--- src/rtl/cache_pkg.sv ---
// Shared cache constants and the way-hit response record.
// The response record is sized by CACHE_WAYS; instances must keep WAYS equal to it.
package cache_pkg;

  localparam int CACHE_WAYS     = 4;
  localparam int CACHE_TAG_BITS = 20;
  localparam int CACHE_IDX_BITS = 6;
  localparam int RSP_DEPTH      = 3;

  typedef struct packed {
    logic [CACHE_WAYS-1:0] sel;
    logic                  hit;
    logic                  multihit;
  } rsp_t;

  function automatic int unsigned popcount(input logic [CACHE_WAYS-1:0] v);
    int unsigned n;
    n = 0;
    for (int i = 0; i < CACHE_WAYS; i++) n += int'(v[i]);
    return n;
  endfunction

endpackage

--- src/rtl/way_hit_fifo.sv ---
// Small circular response buffer; pointers wrap modulo DEPTH so DEPTH need not be a power of two.
// Caller never pushes when full nor pops when empty.
module way_hit_fifo #(
  parameter int WIDTH = 6,
  parameter int DEPTH = 3
) (
  input  logic                       i_clk,
  input  logic                       i_rst,
  input  logic                       i_push,
  input  logic [WIDTH-1:0]           i_push_data,
  input  logic                       i_pop,
  output logic [WIDTH-1:0]           o_head,
  output logic [$clog2(DEPTH+1)-1:0] o_count
);

  localparam int PW = $clog2(DEPTH);
  localparam int CW = $clog2(DEPTH+1);

  logic [WIDTH-1:0] mem_q [DEPTH];
  logic [WIDTH-1:0] mem_d [DEPTH];
  logic [PW-1:0]    wr_ptr_q, wr_ptr_d;
  logic [PW-1:0]    rd_ptr_q, rd_ptr_d;
  logic [CW-1:0]    count_q, count_d;

  function automatic logic [PW-1:0] next_ptr(input logic [PW-1:0] p);
    return (p == PW'(DEPTH-1)) ? '0 : p + PW'(1);
  endfunction

  always_comb begin
    mem_d    = mem_q;
    wr_ptr_d = wr_ptr_q;
    rd_ptr_d = rd_ptr_q;
    if (i_push) begin
      mem_d[wr_ptr_q] = i_push_data;
      wr_ptr_d        = next_ptr(wr_ptr_q);
    end
    if (i_pop) rd_ptr_d = next_ptr(rd_ptr_q);
    count_d = count_q + CW'(i_push) - CW'(i_pop);
  end

  always_ff @(posedge i_clk or posedge i_rst) begin
    if (i_rst) begin
      wr_ptr_q <= '0;
      rd_ptr_q <= '0;
      count_q  <= '0;
    end else begin
      wr_ptr_q <= wr_ptr_d;
      rd_ptr_q <= rd_ptr_d;
      count_q  <= count_d;
    end
  end

  // Payload storage needs no reset: count gates every read of it.
  always_ff @(posedge i_clk) begin
    mem_q <= mem_d;
  end

  assign o_head  = mem_q[rd_ptr_q];
  assign o_count = count_q;

endmodule

--- src/rtl/way_hit_detect.sv ---
// Tag compare and one-hot way select: request -> tag-RAM read -> S1 compare -> 3-entry response FIFO.
// Define WAY_HIT_MULTIHIT_CHK_EN to enable multi-hit detection and the sticky multi-hit error flag.
module way_hit_detect
  import cache_pkg::*;
#(
  parameter int WAYS     = CACHE_WAYS,
  parameter int TAG_BITS = CACHE_TAG_BITS,
  parameter int IDX_BITS = CACHE_IDX_BITS
) (
  input  logic                i_clk,
  input  logic                i_rst,
  input  logic                i_req_valid,
  output logic                o_req_ready,
  input  logic [TAG_BITS-1:0] i_req_tag,
  input  logic [IDX_BITS-1:0] i_req_idx,
  output logic                o_tag_rd_en,
  output logic [IDX_BITS-1:0] o_tag_rd_idx,
  input  logic [TAG_BITS-1:0] i_way_tags [WAYS],
  input  logic [WAYS-1:0]     i_way_valid,
  output logic                o_rsp_valid,
  input  logic                i_rsp_ready,
  output logic [WAYS-1:0]     o_sel,
  output logic                o_hit,
  output logic                o_multihit,
  output logic                o_err_multihit
);

  logic                req_acc;
  logic                s1_valid_q, s1_valid_d;
  logic [TAG_BITS-1:0] s1_tag_q, s1_tag_d;
  logic [WAYS-1:0]     hit_vec;
  logic [WAYS-1:0]     sel_s1;
  logic                hit_s1;
  logic                mh_s1;
  rsp_t                push_data;
  rsp_t                head;
  logic [1:0]          fifo_count;
  logic                rsp_valid;
  logic                pop;

  // Ready looks only at flops: an S1 result always has a free FIFO slot to land in.
  assign o_req_ready  = ({1'b0, fifo_count} + {2'b00, s1_valid_q}) < 3'd3;
  assign req_acc      = i_req_valid && o_req_ready;
  assign o_tag_rd_en  = req_acc;
  assign o_tag_rd_idx = i_req_idx;

  always_comb begin
    s1_valid_d = req_acc;
    s1_tag_d   = req_acc ? i_req_tag : s1_tag_q;
  end

  always_ff @(posedge i_clk or posedge i_rst) begin
    if (i_rst) begin
      s1_valid_q <= 1'b0;
      s1_tag_q   <= '0;
    end else begin
      s1_valid_q <= s1_valid_d;
      s1_tag_q   <= s1_tag_d;
    end
  end

  always_comb begin
    hit_vec = '0;
    for (int w = 0; w < WAYS; w++) begin
      hit_vec[w] = i_way_valid[w] && (i_way_tags[w] == s1_tag_q);
    end
  end

  // Two's-complement trick isolates the lowest set bit.
  assign sel_s1 = hit_vec & (~hit_vec + WAYS'(1));
  assign hit_s1 = |hit_vec;

`ifdef WAY_HIT_MULTIHIT_CHK_EN
  assign mh_s1 = popcount(hit_vec) > 1;
`else
  assign mh_s1 = 1'b0;
`endif

  always_comb begin
    push_data          = '0;
    push_data.sel      = sel_s1;
    push_data.hit      = hit_s1;
    push_data.multihit = mh_s1;
  end

  way_hit_fifo #(
    .WIDTH ($bits(rsp_t)),
    .DEPTH (RSP_DEPTH)
  ) u_fifo (
    .i_clk       (i_clk),
    .i_rst       (i_rst),
    .i_push      (s1_valid_q),
    .i_push_data (push_data),
    .i_pop       (pop),
    .o_head      (head),
    .o_count     (fifo_count)
  );

  assign rsp_valid   = (fifo_count != 2'd0);
  assign pop         = rsp_valid && i_rsp_ready;
  assign o_rsp_valid = rsp_valid;
  assign o_sel       = rsp_valid ? head.sel : '0;
  assign o_hit       = rsp_valid && head.hit;

`ifdef WAY_HIT_MULTIHIT_CHK_EN
  logic err_q, err_d;

  always_comb begin
    err_d = err_q || (pop && head.multihit);
  end

  always_ff @(posedge i_clk or posedge i_rst) begin
    if (i_rst) err_q <= 1'b0;
    else       err_q <= err_d;
  end

  assign o_multihit     = rsp_valid && head.multihit;
  assign o_err_multihit = err_q;
`else
  logic unused_multihit;
  assign unused_multihit = head.multihit;
  assign o_multihit      = 1'b0;
  assign o_err_multihit  = 1'b0;
`endif

endmodule

--- config.mk ---
export PLATFORM = sky130hd
export DESIGN_NAME = way_hit_detect
export DESIGN_NICKNAME = d
export VERILOG_FILES = /design/src/rtl/cache_pkg.sv /design/src/rtl/way_hit_fifo.sv /design/src/rtl/way_hit_detect.sv
export SDC_FILE = /design/constraint.sdc
export NUM_CORES = 1
export LEC_CHECK = 0
export BUFFER_PORTS_ARGS = -buffer_cell sky130_fd_sc_hd__buf_2
export CAP_MARGIN = 20
export CORE_UTILIZATION = 45
export CTS_BUF_LIST = sky130_fd_sc_hd__clkbuf_16
export DETAILED_ROUTE_END_ITERATION = 8
export PLACE_DENSITY = 0.78
export SLEW_MARGIN = 20
export SYNTH_ARGS = -nofsm -noshare
export SYNTH_HDL_FRONTEND = slang
export SYNTH_SLANG_ARGS = --single-unit
--- constraint.sdc ---
create_clock -name i_clk -period 2.6 [get_ports i_clk]
set_input_delay 0.13 -clock i_clk [delete_from_list [all_inputs] [get_ports i_clk]]
set_output_delay 0.13 -clock i_clk [all_outputs]
set_load 0.02 [all_outputs]
After elaboration in Yosys (flattened, before gate mapping)
Cells that the tools add are included.
{"block": "classes", "addsub": 6, "n_lt_le_gt_ge": 4, "eq_ne": 6, "n_mux": 9, "n_bitwise": 4, "reduce_logical": 10}
{"cell": "20-bit equality test", "count": 4}
{"cell": "18-bit bitwise mux", "count": 1}
{"cell": "6-bit two-way mux", "count": 3}
{"cell": "6-bit binary-select mux with 2-bit select", "count": 1}
{"cell": "6-bit demux with 2-bit select", "count": 1}
{"cell": "1-bit logical AND", "count": 8}
{"cell": "3-bit greater-or-equal comparator, second input constant", "count": 2}
{"cell": "2-bit NOT with 3-bit output", "count": 2}
{"cell": "2-bit by 1-bit adder with 2-bit output, second input constant", "count": 2}
{"cell": "4-bit by 1-bit adder with 4-bit output, second input constant", "count": 1}
{"cell": "4-bit AND", "count": 1}
{"cell": "2-bit equality test, second input constant", "count": 2}
{"cell": "2-bit two-way mux", "count": 2}
{"cell": "4-bit two-way mux", "count": 1}
{"cell": "4-bit NOT", "count": 1}
{"cell": "4-bit OR reduction", "count": 1}
{"cell": "2-bit by 1-bit adder with 3-bit output", "count": 1}
{"cell": "3-bit by 1-bit < comparator with 1-bit output, second input constant", "count": 1}
{"cell": "3-bit by 2-bit < comparator with 1-bit output, second input constant", "count": 1}
{"cell": "2-bit by 1-bit adder with 2-bit output", "count": 1}
{"cell": "2-bit nonzero test", "count": 1}
{"cell": "2-bit by 1-bit subtractor with 2-bit output", "count": 1}
{"block": "totals", "regBits": 45, "in_bits": 114, "output_inout_bits": 16, "elab_cells": 47}

Logic depth before layout (Yosys ltp)
Gate-level depths: netlist of run 1.
{"block": "depth", "word_depth": 6, "ltp_mapped": 9}

Hierarchy
Synthesis of run 1 repeated with hierarchy kept, for this count alone.
{"block": "unflattened", "hier_cells": 258, "area_unflattened_um2": 2892.8}
{"mod": "way_hit_detect", "instances": 1, "cells_each": 199, "area_each_um2": 1923.1, "seq_area_each_um2": 525.5}
{"mod": "way_hit_fifo", "instances": 1, "cells_each": 59, "area_each_um2": 969.7, "seq_area_each_um2": 690.7}

Worst setup path after synthesis of run 1
OpenSTA, ideal clock, no wires.
{"block": "synth_path", "path_kind": "register to register", "start": "register s1_valid_q", "end": "register s1_tag_q[0]", "setup_time_ps": 125, "arrival_ps": 1965, "required_ps": 2475, "setup_slack_ps": 510, "stages_incl_launch_ff": 7, "path_buffers": 1, "synth_period_minus_slack_ps": 2090, "cell_sequence": "dfrtp_1 -> ha_1 -> ha_1 -> a21oi_1 -> nand2_1 -> clkbuf_1 -> mux2_2"}
{"block": "synth_between", "elab_chain_len": 3}
{"element": "start, declared", "line_no": "way_hit_detect.sv:29", "text": "logic s1_valid_q, s1_valid_d;"}
{"element": "start signal, assigned", "line_no": "way_hit_detect.sv:57", "text": "s1_valid_q <= s1_valid_d;"}
{"element": "2-bit by 1-bit adder with 3-bit output", "line_no": "way_hit_detect.sv:42", "text": "assign o_req_ready = ({1'b0, fifo_count} + {2'b00, s1_valid_q}) < 3'd3;"}
{"element": "3-bit by 2-bit < comparator with 1-bit output", "line_no": "way_hit_detect.sv:42"}
{"element": "via o_req_ready", "line_no": "way_hit_detect.sv:13", "text": "output logic o_req_ready,"}
{"element": "1-bit logical AND", "line_no": "way_hit_detect.sv:43", "text": "assign req_acc = i_req_valid && o_req_ready;"}
{"element": "end signal, assigned", "line_no": "way_hit_detect.sv:58", "text": "s1_tag_q <= s1_tag_d;"}
{"element": "end, declared", "line_no": "way_hit_detect.sv:30", "text": "logic [TAG_BITS-1:0] s1_tag_q, s1_tag_d;"}
The timed path passes the listed nets, and every way through them passes these cells.
A chain may end at the register's enable or synchronous reset.

Worst setup path in the final report of run 1
{"block": "layout_path", "start": "register s1_valid_q", "end": "output port o_tag_rd_en"}
{"block": "layout_between", "elab_chain_len": 3}
{"element": "2-bit by 1-bit adder with 3-bit output", "line_no": "way_hit_detect.sv:42"}
{"element": "3-bit by 2-bit < comparator with 1-bit output", "line_no": "way_hit_detect.sv:42"}
{"element": "1-bit logical AND", "line_no": "way_hit_detect.sv:43"}
{"element": "end, declared", "line_no": "way_hit_detect.sv:16", "text": "output logic o_tag_rd_en,"}
Every way passes these cells.

==> results of run 1 <==
through the flow:
| stage | hold WS [ps] | instances |
|---|---|---|
| global placement | 260 | 419 |
| global route | 74.1 | 427 |
| CTS | 22.4 | 427 |
| finish | -5.02 | 427 |
| detailed placement | 260 | 419 |
| floorplan | 183 | 259 |
logic make-up after synthesis:
group | after synthesis
compound gates | 10
simple gates | 55
fa+ha+maj | 4
other cells | 1
buf+inv | 39
mux | 25
flops | 42
xor+xnor | 82
layout make-up:
type	count	area (sq um)	share of cell area (%)
multi-input combinational	178	1430	41.7
sequential	42	1130	32.8
timing repair buffer	117	591	17.2
clock buffer	5	125	3.65
tap	75	93.8	2.73
clock inverter	3	40.0	1.17
inverter	7	26.3	0.766
Yosys cell counts:
library cell and count:
nor2b_1 1, a21oi_1 5, mux2i_1 5, clkbuf_1 20, o22a_1 1, buf_2 1, conb_1 1, inv_1 7
nor3b_1 1, buf_4 8, xnor2_1 62, edfxtp_1 15, ha_1 4, nor2_1 13, buf_1 2, and4_1 1
nor3_1 2, nor4_2 1, mux2_2 20, nor4_4 1, nand4_1 15, nand3_1 4, dfrtp_1 27, xor2_1 20
nor4_1 7, a21o_1 3, buf_6 1, and4b_1 1, nand2_1 7, nand4b_1 1, o21ai_0 1
per-layer routing:
layer  vias to the layer above  share of wire, %  GRT usage [%]
met2                        94                51           40.7
met1                       959                40           25.1
met4                         0               1.6           7.50
met3                        10               7.9           7.43
met5                         -                 0              0
li1                       1044                 -              -
worst reg2reg max path: stages (launching register included):
cell,delay (ps)
dfrtp_1,450
xor2_1,200
nor4_2,320
nand4_1,190
nor4_4,370
and4b_1,270
worst paths after layout:
kind | startpoint | depth (start not counted) | to | slack [ps]
max in group asynchronous | i_rst | 3 | s1_tag_q[19] | 1970
hold / removal | i_rst | 2 | s1_valid_q | -5
setup reg to reg | s1_tag_q[12] | 5 | u_fifo.mem_q[17] | 540
min in group i_clk | i_req_tag[6] | 2 | s1_tag_q[6] | 80
setup / recovery | s1_valid_q | 7 | o_tag_rd_en | 520
hold reg to reg | u_fifo.wr_ptr_q[0] | 1 | u_fifo.wr_ptr_q[0] | 540
state kept, by name, indices dropped and copies added (netlist names):
signal,flops
u_fifo.mem_q,15
u_fifo.rd_ptr_q,2
s1_valid_q,1
u_fifo.o_count,2
u_fifo.wr_ptr_q,2
s1_tag_q,20
power groups by stage:
stage / clock [mW] / combinational [mW] / sequential, mW
floorplan: 0 / 1.69 / 1.05
global placement: 0 / 1.67 / 1.39
detailed placement: 0 / 1.71 / 1.41
CTS: 0.709 / 1.72 / 1.40
global route: 0.737 / 1.87 / 1.45
finish: 0.695 / 1.69 / 1.40
==> results.toml, run 1 <==
[outcome]
result_of_the_run = "finished with violations"
failed_checks = "hold timing"

[cts]
clk_path_buf_depth = 2
cts_tree = "yes"
post_cts.resized_instances = 0
clock_insertion_delay_worst_skew_ps = 280
clock_sink_count = 42
clkTransAtPathRegs_ps = 60
h-tree-depth = 2
cts-buffers-inserted = 5
post-cts-setup-buffers = 0
hold_buffers = 0
root_buffer = "clkbuf_16"

[cells_and_area]
commonest_cells_after_routing_fill_and_taps_aside = "buf_2, xnor2_1, dfrtp_1"
stdcell_area_sq_um = 3430
drive_gt1_share_pct = 41.8
mostFrequentLayoutCell = "buf_2"
insertedDiodeCount = 0
number_of_nets_in_the_layout = 469
utilization_after_layout_pct = 58.3
area_delta_synth_final_pct = 25.4
n_fill_cell = 517

[sta]
timing.hold.ws_ps = -5.02
timing.final.crit_share_pct = 79.9
period_needed_ps = 2080
slew_headroom_pct = 43.5
finalClockSkew_ps = 6.46
grt_setup_unrepaired = "no"
setup_viol = 0
layout_setup_ws_ps = 524
timing_max_transition_violations_final = 0
finalSetupTns_ps = 0
timing_hold_violations_final = 13
timing.fmax_mhz = 482
worst_slew_pin_slew_ps = 841

[floorplanning]
dieArea_sq_um = 6400
chipWidth_um = 80.0
die_y_um = 80.0
pin_count = 130
core_area_sq_um = 5890
initial_cell_density_of_the_core_pct = 46.5
fp-row-count = 28

[power_and_ir_drop]
pwr_density_cell_nw_per_um2 = 1100
cellLeakagePower_nw = 1.52
power_report.internal_total_mw = 2.33
power_mw = 3.79
netSwitchingFraction_pct = 38.4
clkPwrFrac_pct = 18.3
worst_ir_drop_vdd_mv = 0.519
pwr-share-comb_pct = 44.7
share_seq_of_total_power_pct = 37.0
net-switching-power_mw = 1.45

[yosys]
yosys.cell_types.count = 31
netlist_instances = 258
synth_compound_area_share_pct = 2.24
synth.ff_latch_count = 42
netlist_top_cells_area = "dfrtp_1, xnor2_1, edfxtp_1, mux2_2, xor2_1"
post_synth_fa_ha_maj_area_fraction_pct = 1.83
synth_seq_area_share_pct = 41.1
yosys_warnings = 0
post_synth_top_area_cell = "dfrtp_1"
synth_simple_gate_area_share_pct = 11.6
yosysTopAreaCellShare_pct = 24.7
synth_mux_area_share_pct = 10.1
synth-xor-area-share_pct = 26.2
synthesis.area_sq_um = 2740
main_combinational_cell_family_by_area_after_synthesis = "XOR/XNOR gates"
synthesis.area_per_instance_sq_um = 10.6

[placed_design]
dp_hpwl_mm = 5.40
post_dp_cell_area_sq_um = 3270
place_worst_setup_slack_ps = 530
place.port_buffers = 115
gp_routability_congestion = 0.805

[critical_path]
cpPeakStageDelay_ps = 420
critPathKind = "register to output pin"
critPathMaxFanout = 21
critical_path.startpoint_type = "register"
cpLargestDelayFamily = "adder cells"
cp.arrival_ps = 1950
critPathMostFrequentCell = "ha_1"
critical-path-slowest-cell = "dfrtp_1"
crit_chain = "ha_1 -> ha_1 -> a21oi_1 -> nand2_1 -> buf_4 -> inv_1 -> buf_2"
data_required_time_at_the_worst_endpoint_ps = 2470
critical_path.n_buffers_inverters = 3
end_kind = "output pin"

[global_routing]
track_usage_pct = 22.7
grt_max_degree = 22
grt_pass1_wl_mm = 10.4
number_of_global_route_vias_before_repair = 2197
grt_antenna_before_repair = 0
overflow = 0

[detailed_routing]
drtPass1Iterations = 4
ant_nets = 0
count_of_vias_placed_by_the_detailed_router = 2107
routed_wire_length_mm = 6.61
vias_per_cell = 4.93
detail_route.drc_violations = 0
detail_route.wl_per_cell_um = 15.5
detailedRoute.firstIterationViolations = 101

[min_path]
worst_hold_path_type = "input port to asynchronous set/reset pin"

[job]
drv.max_cap_violation_count = 0
Note: power is estimated with default switching activity, not from simulation.
==> run 2: changes to the inputs <==
--- a/config.mk
+++ b/config.mk
@@ -7,10 +7,10 @@
 export LEC_CHECK = 0
 export BUFFER_PORTS_ARGS = -buffer_cell sky130_fd_sc_hd__buf_2
 export CAP_MARGIN = 20
-export CORE_UTILIZATION = 45
+export CORE_UTILIZATION = 42
 export CTS_BUF_LIST = sky130_fd_sc_hd__clkbuf_16
 export DETAILED_ROUTE_END_ITERATION = 8
-export PLACE_DENSITY = 0.78
+export PLACE_DENSITY = 0.76
 export SLEW_MARGIN = 20
 export SYNTH_ARGS = -nofsm -noshare
 export SYNTH_HDL_FRONTEND = slang
==> constraint.sdc (replaced) <==
create_clock -name i_clk -period 1.9 [get_ports i_clk]
set_input_delay 0.095 -clock i_clk [delete_from_list [all_inputs] [get_ports i_clk]]
set_output_delay 0.095 -clock i_clk [all_outputs]
set_load 0.02 [all_outputs]
==> run 2 against run 1 <==
Against the previous run: the flow now finishes without violations; power is 52% higher; worst setup slack worse by 480 ps; clock power is 21% higher; clock-buffer cell count unchanged; critical path depth is 2 lower; core utilization grew 0.92 points; critical endpoint is now u_fifo.mem_q[11]; largest power group unchanged.
==> results.toml, run 2 (synthesis results as in run 1) <==
[critical_path]
cp.arrival_ps = 1890
critPathMostFrequentCell = "nand4_1"
worst_r2r_path_depth = 5
crit_chain = "xnor2_1 -> nand4_1 -> nor4_2 -> nand4_1 -> and4b_1"
end_kind = "register"
r2r_start = "s1_tag_q[3]"
cpPeakStageDelay_ps = 460
data_required_time_at_the_worst_endpoint_ps = 1930
critPathKind = "register to register"
critical-path-slowest-cell = "dfrtp_2"
crit-reg2reg-capture = "u_fifo.mem_q[11]"
critPathMaxFanout = 5
r2r_setup_slack_ps = 40
critical_path.startpoint_type = "register"

[floorplanning]
chipWidth_um = 82.7
core_area_sq_um = 6310
initial_cell_density_of_the_core_pct = 43.4
pin_count = 130
fp-row-count = 29
dieArea_sq_um = 6850
die_y_um = 82.7

[sta]
slew_headroom_pct = 65.3
worst_slew_pin_slew_ps = 519
setup_viol = 0
timing.hold.ws_ps = 32.4
period_needed_ps = 1860
finalSetupTns_ps = 0
timing.fmax_mhz = 537
timing.final.crit_share_pct = 97.9
timing_max_transition_violations_final = 0
timing_hold_violations_final = 0
grt_setup_unrepaired = "yes"
finalClockSkew_ps = 6.67
layout_setup_ws_ps = 39.3

[placed_design]
dp_hpwl_mm = 5.64
place.port_buffers = 115
gp_routability_congestion = 0.854
post-place-cells = 431
place_worst_setup_slack_ps = -114
post_dp_cell_area_sq_um = 3370

[power_and_ir_drop]
netSwitchingFraction_pct = 38.8
net-switching-power_mw = 2.23
pwr_density_cell_nw_per_um2 = 1540
clkPwrFrac_pct = 14.7
share_seq_of_total_power_pct = 32.9
cellLeakagePower_nw = 1.67
pwr-share-comb_pct = 52.5
power_report.internal_total_mw = 3.52
worst_ir_drop_vdd_mv = 0.749

[cells_and_area]
fin_cells = 450
n_fill_cell = 561
top_register = "s1_tag_q"
multi_input_comb_area_sq_um = 1540
ff_latch_area_sq_um = 1140
drive_gt1_share_pct = 51.7
number_of_nets_in_the_layout = 490
mostFrequentLayoutCell = "buf_2"
largest_register_ff_count = 20
insertedDiodeCount = 0
layout_top_registers = "s1_tag_q: 20 flops, u_fifo.mem_q: 15 flops"
area_delta_synth_final_pct = 36.6
stdcell_area_sq_um = 3740
commonest_cells_after_routing_fill_and_taps_aside = "buf_2, xnor2_1, buf_4"

[cts]
clkTransAtPathRegs_ps = 60
clk_path_buf_depth = 2
clock_insertion_delay_worst_skew_ps = 290
cts_tree = "yes"
h-tree-depth = 2
root_buffer = "clkbuf_16"
cts-buffers-inserted = 5
clock_sink_count = 42

[global_routing]
grt_util_met1_pct = 27.6
grt.met3_usage_pct = 3.96
grt_pass1_wl_mm = 11.0
globalRouteMet2Util_pct = 39.7
number_of_global_route_vias_before_repair = 2285
grt_max_degree = 28
overflow = 0
grt_antenna_before_repair = 0
top_usage_layer = "met2"
track_usage_pct = 22.8

[min_path]
hold_path_startpoint = "i_req_tag[7]"
worst_hold_path.endpoint = "s1_tag_q[7]"
worst_hold_path_type = "input port to register"
min_path_cells = 2

[detailed_routing]
vias_per_cell = 4.95
detail_route.wl_per_cell_um = 16.4
drtPass1Iterations = 4
ant_nets = 0
detailedRoute.firstIterationViolations = 44
count_of_vias_placed_by_the_detailed_router = 2227
detail_route.drc_violations = 0
routed_wire_length_mm = 7.40

[outcome]
result_of_the_run = "finished, final reports clean"

[job]
drv.max_cap_violation_count = 0
run 2: cell types whose count changed in the layout (fill, tap and decap cells not counted), sizes merged:
cell         delta
buf            +19
bufinv          -1
bufbuf          +1
clkinvlp        +1
dlygate4sd3     +1
run 2: worst max path at each step:
stage                      start  cells past startpoint          endpoint  slack, ps
detailed placement   s1_tag_q[5]                      5  u_fifo.mem_q[11]       -110
floorplan           s1_tag_q[12]                      6  u_fifo.mem_q[11]         40
finish               s1_tag_q[3]                      5  u_fifo.mem_q[11]         40
CTS                 s1_tag_q[13]                      5  u_fifo.mem_q[11]        0.5
global route        s1_tag_q[12]                      6  u_fifo.mem_q[11]        -50
global placement     s1_tag_q[5]                      5  u_fifo.mem_q[17]        -60
run 2: metrics by stage:
step,util [%],total power [mW]
after global routing,59.2,6.10
after detailed placement,53.3,4.51
after CTS,57.3,5.58
after floorplan,-,3.82
final,59.2,5.75
after global placement,53.3,4.43
run 2: area by class of cell:
type	instances	share of cell area (%)
Multi-Input combinational cell	178	41.3
Clock buffer	5	3.35
Sequential cell	42	30.5
Clock inverter	3	0.435
Tap cell	77	2.58
Timing Repair Buffer	138	21.1
Inverter	7	0.703
run 2: layer usage:
layer | wire length [um] | vias up
met3 | 476 | 14
met4 | 183 | 0
met1 | 2950 | 1036
li1 | - | 1083
met2 | 3780 | 94
met5 | 0 | -
run 2: repair_timing:
action | CTS | global route
hold buffers | 1 | 0
endpoints found under the hold margin | 27 | 0
pin swaps | 4 | 9
gates cloned | 1 | 0
buffers inserted | 2 | 7
endpoints found under the setup margin | 7 | 13
gates resized for setup | 10 | 19
run 2: critical path, delay by kind of cell (launching register included):
kind | cells | cell delay (ps)
xor gates and xnor gates | 1 | 180
and+or+nand+nor | 4 | 960
DFF | 1 | 460
run 2: power by group through the flow:
stage	clock, mW	sequential [mW]	combinational [mW]
2_1_floorplan	0	1.44	2.38
3_3_place_gp	0	1.84	2.60
3_5_place_dp	0	1.87	2.64
4_1_cts	0.850	1.86	2.87
5_1_grt	0.873	1.95	3.27
6_report	0.843	1.89	3.01
==> run 3: changes to the inputs <==
--- a/config.mk
+++ b/config.mk
@@ -10,8 +10,9 @@
 export CORE_UTILIZATION = 42
 export CTS_BUF_LIST = sky130_fd_sc_hd__clkbuf_16
 export DETAILED_ROUTE_END_ITERATION = 8
-export PLACE_DENSITY = 0.76
-export SLEW_MARGIN = 20
+export PLACE_DENSITY_LB_ADDON = 0.08
+export SETUP_SLACK_MARGIN = 0.1
+export SLEW_MARGIN = 5
 export SYNTH_ARGS = -nofsm -noshare
 export SYNTH_HDL_FRONTEND = slang
 export SYNTH_SLANG_ARGS = --single-unit
==> run 3 against run 2 <==
Against the previous run: sequential share of layout area is 1.6 points lower; combinational power grew 11%; the flow now finishes with violations (setup timing); first-iteration DRC count is 16% higher; clock power increased by 13%; cell count is 2.7% higher; register-to-register slack got worse by 70 ps; sequential power about the same; clock skew decreased by 3.2 ps; maximum frequency shrank 3.5%; clock-buffer cell count stayed put; critical endpoint is now u_fifo.mem_q[5]; largest power group unchanged; die area stayed put.
==> results.toml, run 3 (synthesis results as in run 1) <==
[cells_and_area]
commonest_cells_after_routing_fill_and_taps_aside = "buf_2, xnor2_1, buf_4"
multi_input_comb_area_sq_um = 1590
mostFrequentLayoutCell = "buf_2"
number_of_nets_in_the_layout = 502
top_register = "s1_tag_q"
utilization_after_layout_pct = 62.4
drive_gt1_share_pct = 55.8
insertedDiodeCount = 0
ff_latch_area_sq_um = 1140
n_fill_cell = 554
largest_register_ff_count = 20
stdcell_area_sq_um = 3940
area_delta_synth_final_pct = 44.0
layout_top_registers = "s1_tag_q: 20 flops, u_fifo.mem_q: 15 flops"

[sta]
timing_hold_violations_final = 0
timing.final.crit_share_pct = 101
period_needed_ps = 1930
setup_viol = 9
worst_slew_pin_slew_ps = 536
finalClockSkew_ps = 3.51
layout_setup_ws_ps = -27.7
grt_setup_unrepaired = "yes"
slew_headroom_pct = 64.1
timing.hold.ws_ps = 43.9
timing_max_transition_violations_final = 0
timing.fmax_mhz = 519

[detailed_routing]
ant_nets = 0
detail_route.wl_per_cell_um = 15.3
vias_per_cell = 4.80
routed_wire_length_mm = 7.07
detailedRoute.firstIterationViolations = 51
detail_route.drc_violations = 0
count_of_vias_placed_by_the_detailed_router = 2216
drtPass1Iterations = 4

[floorplanning]
initial_cell_density_of_the_core_pct = 43.4
die_y_um = 82.7
fp-row-count = 29
dieArea_sq_um = 6850
core_area_sq_um = 6310
chipWidth_um = 82.7
pin_count = 130

[power_and_ir_drop]
worst_ir_drop_vdd_mv = 0.911
cellLeakagePower_nw = 1.76
pwr_density_cell_nw_per_um2 = 1570

[critical_path]
critPathMaxFanout = 3
critical_path.startpoint_type = "register"
cpPeakStageDelay_ps = 410
worst_r2r_path_depth = 6
crit-reg2reg-capture = "u_fifo.mem_q[5]"
crit_chain = "buf_6 -> xor2_2 -> nor4_1 -> nand3_1 -> nor4_4 -> and4b_1"
critical-path-slowest-cell = "dfrtp_1"
cp.arrival_ps = 1950
end_kind = "register"
data_required_time_at_the_worst_endpoint_ps = 1930
r2r_start = "s1_tag_q[3]"
critPathKind = "register to register"
r2r_setup_slack_ps = -30

[placed_design]
place.port_buffers = 115
gp_routability_congestion = 0.807
dp_hpwl_mm = 5.42
place_worst_setup_slack_ps = -53.6
post_dp_cell_area_sq_um = 3390

[global_routing]
number_of_global_route_vias_before_repair = 2296
overflow = 0
grt_pass1_wl_mm = 10.7
track_usage_pct = 21.8
grt_max_degree = 28
grt_antenna_before_repair = 0

[min_path]
min_path_cells = 2
worst_hold_path.endpoint = "s1_tag_q[1]"
worst_hold_path_type = "input port to register"
hold_path_startpoint = "i_req_tag[1]"

[cts]
h-tree-depth = 2
clock_sink_count = 42
cts_tree = "yes"
clock_insertion_delay_worst_skew_ps = 280
clkTransAtPathRegs_ps = 60
clk_path_buf_depth = 2
cts-buffers-inserted = 5
root_buffer = "clkbuf_16"

[outcome]
result_of_the_run = "finished with violations"
failed_checks = "setup timing"

[job]
drv.max_cap_violation_count = 0
==> run 3: cell count changes in the layout (fill, tap and decap cells not counted), moves of 3 or more <==
cell     previous run  this run
buf_6               0         7
buf_4              21        25
xnor2_1            56        53
xnor2_2             6         9
==> run 3: final cells by class <==
cell class | instances | area share, %
repair buffers | 150 | 23.3
inverters | 7 | 0.667
flip-flops and latches | 42 | 29.0
multi-input cells | 178 | 40.4
clock buffers | 5 | 3.17
well taps | 77 | 2.44
clock inverters | 3 | 1.05
==> run 3: critical path: cells and delay by family, from the launching register on <==
family                    cells  cell delay, ps
xor gates and xnor gates      1             130
buffers and inverters         1             140
and+or+nand+nor               4            1000
DFF                           1             410
==> run 3: per-layer routing <==
| layer | global-route usage [%] | part of all wire (%) | vias up |
|---|---|---|---|
| li1 | - | - | 1104 |
| met1 | 24.6 | 40 | 1022 |
| met2 | 40.7 | 53 | 78 |
| met3 | 4.84 | 5.5 | 12 |
| met4 | 6.72 | 1.9 | 0 |
| met5 | 0 | 0 | - |
==> run 3: stage by stage <==
stage	instances	power, mW	setup TNS (ps)
after floorplan	259	3.86	0
after global placement	433	4.46	-81.2
after detailed placement	433	4.51	-161
after CTS	456	5.95	0
after global routing	462	6.63	-2160
final	462	6.18	-134
==> run 3: worst max path at each step <==
stage,to,slack [ps],cells past startpoint,startpoint
detailed placement,u_fifo.mem_q[11],-50,5,s1_tag_q[7]
CTS,u_fifo.mem_q[5],90,7,s1_tag_q[12]
global placement,u_fifo.mem_q[5],-30,5,s1_tag_q[7]
floorplan,u_fifo.mem_q[11],70,6,s1_tag_q[13]
finish,u_fifo.mem_q[5],-30,6,s1_tag_q[3]
global route,u_fifo.mem_q[13],-190,7,s1_tag_q[3]
==> run 3: power breakdown <==
| part | switching, mW | leakage (nW) | internal (mW) |
|---|---|---|---|
| sequential | 0.534 | 0.434 | 1.36 |
| clock | 0.341 | 0.0812 | 0.615 |
| combinational | 1.38 | 1.24 | 1.96 |
| total | 2.25 | 1.76 | 3.93 |
==> run 3: timing repair <==
| action | in CTS | in global routing |
|---|---|---|
| hold buffers | 1 | 0 |
| hold endpoints to repair | 27 | 0 |
| gates cloned | 1 | 0 |
| setup buffers | 13 | 6 |
| gates resized for setup | 29 | 16 |
| pin swaps | 19 | 17 |
| endpoints found under the setup margin | 13 | 15 |
